`src/rtl/viterbi_pkg.sv`:
```
// Shared Viterbi helpers: code-bit generation, path-metric compare and the bm array type.
// ACS_NORM_EN selects unsigned compares (normalized metrics); otherwise compares are modulo.
package viterbi_pkg;

    localparam int BM_MAX_W = 16;
    localparam int PM_MAX_W = 32;
    localparam int K_MAX    = 8;

    typedef logic [BM_MAX_W-1:0] bm_arr_t [4];

    function automatic logic parity(input logic [K_MAX-1:0] v);
        return ^v;
    endfunction

    // Code pair {c1,c0} for the transition register {b, p}; p must fit in k-1 bits.
    function automatic logic [1:0] code_pair(input logic b, input logic [K_MAX-1:0] p,
                                             input logic [K_MAX-1:0] g0,
                                             input logic [K_MAX-1:0] g1, input int k);
        logic [K_MAX-1:0] treg;
        treg        = p;
        treg[k-1]   = b;
        return {parity(treg & g1), parity(treg & g0)};
    endfunction

    // a < b on w-bit metrics held zero-extended in PM_MAX_W bits.
    function automatic logic pm_lt(input logic [PM_MAX_W-1:0] a, input logic [PM_MAX_W-1:0] b,
                                   input int w);
        logic [PM_MAX_W-1:0] mask;
        logic [PM_MAX_W-1:0] d;
        mask = (PM_MAX_W'(1) << w) - PM_MAX_W'(1);
`ifdef ACS_NORM_EN
        d = '0;
        return ((a & mask) < (b & mask)) | d[0];
`else
        d = (a - b) & mask;
        return d[w-1];
`endif
    endfunction

endpackage

```
`src/rtl/acs_cell.sv`:
```
// One combinational add-compare-select: two candidate metrics, decision bit, survivor metric.
// Compare semantics follow ACS_NORM_EN through viterbi_pkg::pm_lt.
module acs_cell
    import viterbi_pkg::*;
#(
    parameter int PM_W = 8
) (
    input  logic [PM_W-1:0]     pm_x0,
    input  logic [PM_W-1:0]     pm_x1,
    input  logic [BM_MAX_W-1:0] bm_x0,
    input  logic [BM_MAX_W-1:0] bm_x1,
    output logic [PM_W-1:0]     pm_new,
    output logic                dec
);

    logic [PM_W-1:0] cand0;
    logic [PM_W-1:0] cand1;

    assign cand0  = pm_x0 + PM_W'(bm_x0);
    assign cand1  = pm_x1 + PM_W'(bm_x1);
    // A tie selects predecessor 1.
    assign dec    = !pm_lt(PM_MAX_W'(cand0), PM_MAX_W'(cand1), PM_W);
    assign pm_new = dec ? cand1 : cand0;

endmodule

```
`src/rtl/acs_trellis_bank.sv`:
```
// ACS bank for a rate-1/2 trellis: updates all 2^(K-1) path metrics per accepted symbol,
// emits per-state decisions and the best state/metric. ACS_NORM_EN enables metric normalization.
module acs_trellis_bank
    import viterbi_pkg::*;
#(
    parameter int             K       = 3,
    parameter logic [K-1:0]   G0      = 3'b111,
    parameter logic [K-1:0]   G1      = 3'b101,
    parameter int             BM_W    = 4,
    parameter int             PM_W    = 8,
    parameter logic [PM_W-1:0] INIT_PM = PM_W'(2**(PM_W-2))
) (
    input  logic                  clk,
    input  logic                  rst_n,
    input  logic                  in_valid,
    input  logic                  start,
    input  logic [4*BM_W-1:0]     bm,
    output logic                  dec_valid,
    output logic [2**(K-1)-1:0]   dec_vec,
    output logic [K-2:0]          best_state,
    output logic [PM_W-1:0]       best_metric
);

    localparam int NS = 2**(K-1);
    localparam int SW = K-1;

    bm_arr_t         bm_a;
    logic [PM_W-1:0] pm     [NS];
    logic [PM_W-1:0] pm_src [NS];
    logic [PM_W-1:0] pm_new [NS];
    logic [PM_W-1:0] pm_nxt [NS];
    logic [NS-1:0]   dec_w;
    logic [PM_W-1:0] t_m    [1:2*NS-1];
    logic [SW-1:0]   t_i    [1:2*NS-1];

    always_comb begin
        for (int i = 0; i < 4; i++) begin
            bm_a[i] = BM_MAX_W'(bm[i*BM_W +: BM_W]);
        end
    end

    // A start symbol decodes against the init profile instead of the registers.
    always_comb begin
        for (int s = 0; s < NS; s++) begin
            if (start) pm_src[s] = (s == 0) ? '0 : INIT_PM;
            else       pm_src[s] = pm[s];
        end
    end

    for (genvar s = 0; s < NS; s++) begin : g_acs
        localparam int       PX0 = (s % (NS/2)) * 2;
        localparam logic     B   = 1'((s >> (K-2)) & 1);
        localparam logic [1:0] CP0 = code_pair(B, K_MAX'(PX0), K_MAX'(G0), K_MAX'(G1), K);
        localparam logic [1:0] CP1 = code_pair(B, K_MAX'(PX0 + 1), K_MAX'(G0), K_MAX'(G1), K);

        acs_cell #(.PM_W(PM_W)) u_acs (
            .pm_x0  (pm_src[PX0]),
            .pm_x1  (pm_src[PX0 + 1]),
            .bm_x0  (bm_a[CP0]),
            .bm_x1  (bm_a[CP1]),
            .pm_new (pm_new[s]),
            .dec    (dec_w[s])
        );
    end

`ifdef ACS_NORM_EN
    localparam logic [PM_W-1:0] HALF = PM_W'(1) << (PM_W-1);
    logic norm;
    // Init-profile symbols start a fresh metric set, so the old best_metric must not shift them.
    assign norm = best_metric[PM_W-1] && !start;
    always_comb begin
        for (int s = 0; s < NS; s++) begin
            pm_nxt[s] = norm ? (pm_new[s] - HALF) : pm_new[s];
        end
    end
`else
    always_comb begin
        for (int s = 0; s < NS; s++) begin
            pm_nxt[s] = pm_new[s];
        end
    end
`endif

    // Min tree: leaves at NS+s; the right child wins only when strictly smaller, keeping the lowest index.
    always_comb begin
        for (int n = 1; n < 2*NS; n++) begin
            t_m[n] = '0;
            t_i[n] = '0;
        end
        for (int s = 0; s < NS; s++) begin
            t_m[NS+s] = pm_nxt[s];
            t_i[NS+s] = SW'(s);
        end
        for (int n = NS-1; n >= 1; n--) begin
            if (pm_lt(PM_MAX_W'(t_m[2*n+1]), PM_MAX_W'(t_m[2*n]), PM_W)) begin
                t_m[n] = t_m[2*n+1];
                t_i[n] = t_i[2*n+1];
            end else begin
                t_m[n] = t_m[2*n];
                t_i[n] = t_i[2*n];
            end
        end
    end

    always_ff @(posedge clk or negedge rst_n) begin
        if (!rst_n) begin
            for (int s = 0; s < NS; s++) begin
                pm[s] <= (s == 0) ? '0 : INIT_PM;
            end
            dec_valid   <= 1'b0;
            dec_vec     <= '0;
            best_state  <= '0;
            best_metric <= '0;
        end else if (in_valid) begin
            for (int s = 0; s < NS; s++) begin
                pm[s] <= pm_nxt[s];
            end
            dec_valid   <= 1'b1;
            dec_vec     <= dec_w;
            best_state  <= t_i[1];
            best_metric <= t_m[1];
        end else begin
            dec_valid   <= 1'b0;
        end
    end

endmodule

```
`config.mk`:
```
export PLATFORM = sky130hd
export DESIGN_NAME = acs_trellis_bank
export DESIGN_NICKNAME = d
export VERILOG_FILES = /design/src/rtl/viterbi_pkg.sv /design/src/rtl/acs_cell.sv /design/src/rtl/acs_trellis_bank.sv
export SDC_FILE = /design/constraint.sdc
export NUM_CORES = 1
export LEC_CHECK = 0
export ABC_CLOCK_PERIOD_IN_PS = 7500
export BUFFER_PORTS_ARGS = -buffer_cell sky130_fd_sc_hd__buf_2
export CAP_MARGIN = 20
export CORE_MARGIN = 3
export CORE_UTILIZATION = 49
export CTS_CLUSTER_SIZE = 25
export DETAILED_ROUTE_END_ITERATION = 8
export GPL_ROUTABILITY_DRIVEN = 0
export HOLD_SLACK_MARGIN = 0.15
export PLACE_DENSITY = 0.69
export SYNTH_ARGS = -nofsm -noshare
export SYNTH_HDL_FRONTEND = slang
export SYNTH_HIERARCHICAL = 1
export SYNTH_SLANG_ARGS = --single-unit
```
`constraint.sdc`:
```
create_clock -name clk -period 7.5 [get_ports clk]
set_clock_uncertainty 0.05 [all_clocks]
set_input_delay 1.125 -clock clk [delete_from_list [all_inputs] [get_ports clk]]
set_output_delay 1.125 -clock clk [all_outputs]
set_load 0.05 [all_outputs]
```
==> flow_summary.toml <==
[route]
routed_wl_um = 23300
dr.pass1.iters = 5
wl_per_cell_um = 18.4
ant_nets = 0
drtIter0Drc = 517
viasPerCell = 5.77
drc = 0
via_count = 7319

[clock_tree]
cts-htree-levels = 2
cts_num_sinks = 47
cts_root_buffer = "clkbuf_16"
cts_tree = "done"
path_clk_slew_ns = 0.08
clock_latency_ns = 0.30
cts_buffers = 5
cts_buffer_depth = 2

[setup_path]
crit_path_end_kind = "register"
cpPeakStageDelay_ns = 0.36
cp_max_fo = 7
arrival_ns = 7.93
reg2reg_slack_ns = 0.33
critPathSlowestCell = "fa_2"
worstPathRequired_ns = 7.68
critPathLaunchType = "primary input"
critPathKind = "primary input to register"

[finish]
fin_util = 0.761
layout-drive-gt1-share = 0.452
multi_input_area_mm2 = 0.00624
area_growth_pct = 48.4
num_antenna_cells = 0
regArea_mm2 = 0.00118
n_fill_cell = 883
finalInstanceArea_mm2 = 0.0103
nNetsFinal = 1218

[flow_run]
cap_violations = 0

[status]
status = "finished, violations left"
violations = "negative setup slack"

[floorplanning]
ios = 35
die_x_um = 125
core_area_mm2 = 0.0136
rows = 42
initial_utilization = 0.512
fp.dieH_um = 125
die-area_mm2 = 0.0156

[place]
placed_area_mm2 = 0.00936
pre_cts_ws_ns = -1.09
dp_hpwl_um = 17600
portBuffers = 34

[yosys]
synth_area_leaders = "ha_1 18%, dfrtp_1 16%, mux2_2 5.8%, a21oi_1 5.8%, mux2i_1 4.0%"
synth_top_area_frac = 0.177
ys.warnings.count = 6
synth_edf_count = 0
yosys.area.top_type = "ha_1"
synthMostInstantiatedCell = "ha_1"
synth-async-reset-ratio = 1.00
synth-seq-cells = 47
synth_common_cells = "98 x ha_1, 80 x a21oi_1, 58 x inv_1, 44 x dfrtp_1"
synth_cell_type_count = 72
synth_area_mm2 = 0.00695
ys_seq_area_frac = 0.170
syn_avg_cell_area_um2 = 8.98
synth_ff_type = "dfrtp_1"
syn_inst = 774

[sta]
max_slew_margin = 0.343
fin_tns_setup_ns = -1.85
setup_viol = 10
setup_ws_ns = -0.248
fmax_mhz = 129
period_needed_ns = 7.75
min_period_over_period = 1.03
slew_violations = 0
worst_slew_pin_slew_ns = 0.986
hold_violations = 0
rsz0062_at_grt = "true"

[global_route]
grt_usage = 0.276
grt_pass1_vias = 7548
grt_pass1_wl_um = 36100
grt_remaining_overflow = 0
grt_max_degree = 48
antenna_found_initial = 0

[worst_hold_path]
hold_class = "register to register"
==> per-stage QoR <==
stage / instances / hold slack [ns]
after floorplan: 805 / 0.423
after global placement: 1233 / 0.410
after detailed placement: 1233 / 0.424
after CTS: 1259 / 0.444
after global routing: 1269 / 0.459
final: 1269 / 0.440
==> path summary, 6_finish.rpt <==
path | startpoint | to | cells past startpoint
hold reg to reg | best_metric[6]$_DFFE_PN0P_ | best_metric[6]$_DFFE_PN0P_ | 2
max in group asynchronous | rst_n | pm[22]$_DFFE_PN1P_ | 2
hold / removal | best_metric[6]$_DFFE_PN0P_ | best_metric[6]$_DFFE_PN0P_ | 2
min in group asynchronous | rst_n | dec_vec[2]$_DFFE_PN0P_ | 1
setup / recovery | start | best_state[0]$_DFFE_PN0P_ | 38
setup reg to reg | pm[24]$_DFFE_PN0P_ | best_state[0]$_DFFE_PN0P_ | 35
==> worst max-delay path, delay by kind of cell <==
family / cells / cell delay (ns)
compound gates: 13 / 2.54
fa+ha+maj: 5 / 1.38
buf+inv: 9 / 1.23
simple gates: 7 / 0.81
xor+xnor: 3 / 0.55
mux: 1 / 0.28
==> placed cells by master (no fill, tap or decap), types with 8 or more instances in the layout <==
cell     count
nor3_1      11
nor2_1      38
a21o_1      20
nand3_1     14
o21ai_2      8
nor2b_1     27
nor2b_2      8
ha_4         8
o21ai_1     11
a21oi_2      9
mux2i_4      8
mux2_2      36
xor2_1      22
xnor2_1     27
o21ai_0     18
inv_1       58
buf_2       33
dfrtp_1     44
o22ai_1     12
a21oi_1     67
ha_1        89
buf_4      254
conb_1      32
nand2_1     24
mux2i_1     13
==> flip-flops by register name (all words and copies together), names as in the netlist <==
| signal | cells |
|---|---|
| best_state | 2 |
| best_metric | 8 |
| pm | 32 |
| dec_valid | 1 |
| dec_vec | 4 |
==> metal layers <==
layer | global-route usage | vias to the layer above | wire length, µm
li1 | - | 3448 | -
met1 | 0.336 | 3531 | 9280
met2 | 0.491 | 274 | 11800
met3 | 0.0247 | 66 | 1110
met4 | 0.133 | 0 | 1170
met5 | 0 | - | 0
==> timing repair <==
| action | CTS | global route |
|---|---|---|
| resized for setup | 46 | 60 |
| cloned | 1 | 1 |
| buffers inserted | 17 | 10 |
| hold buffers | 0 | 0 |
| setup endpoints to repair | 10 | 10 |
| pin swaps | 30 | 36 |
==> cell type report <==
| class | count | share of cell area |
|---|---|---|
| inverters | 58 | 0.0211 |
| clock inverters | 3 | 0.00243 |
| multi-input cells | 680 | 0.605 |
| repair buffers | 300 | 0.223 |
| well taps | 176 | 0.0214 |
| flip-flops and latches | 47 | 0.114 |
| clock buffers | 5 | 0.0121 |
==> logic make-up after synthesis <==
group | Yosys count | share of synthesized area
buffers and inverters | 79 | 0.0465
AO/OA/AOI/OAI | 243 | 0.250
adder cells (fa/ha/maj) | 106 | 0.200
AND/OR/NAND/NOR | 166 | 0.123
other | 1 | 0.000540
flip-flops | 47 | 0.170
multiplexers | 71 | 0.114
XOR/XNOR | 61 | 0.0974
Power is left out: the tool's default activity adds up to more than one toggle a clock period on the data nets, which glitch-free logic cannot reach.
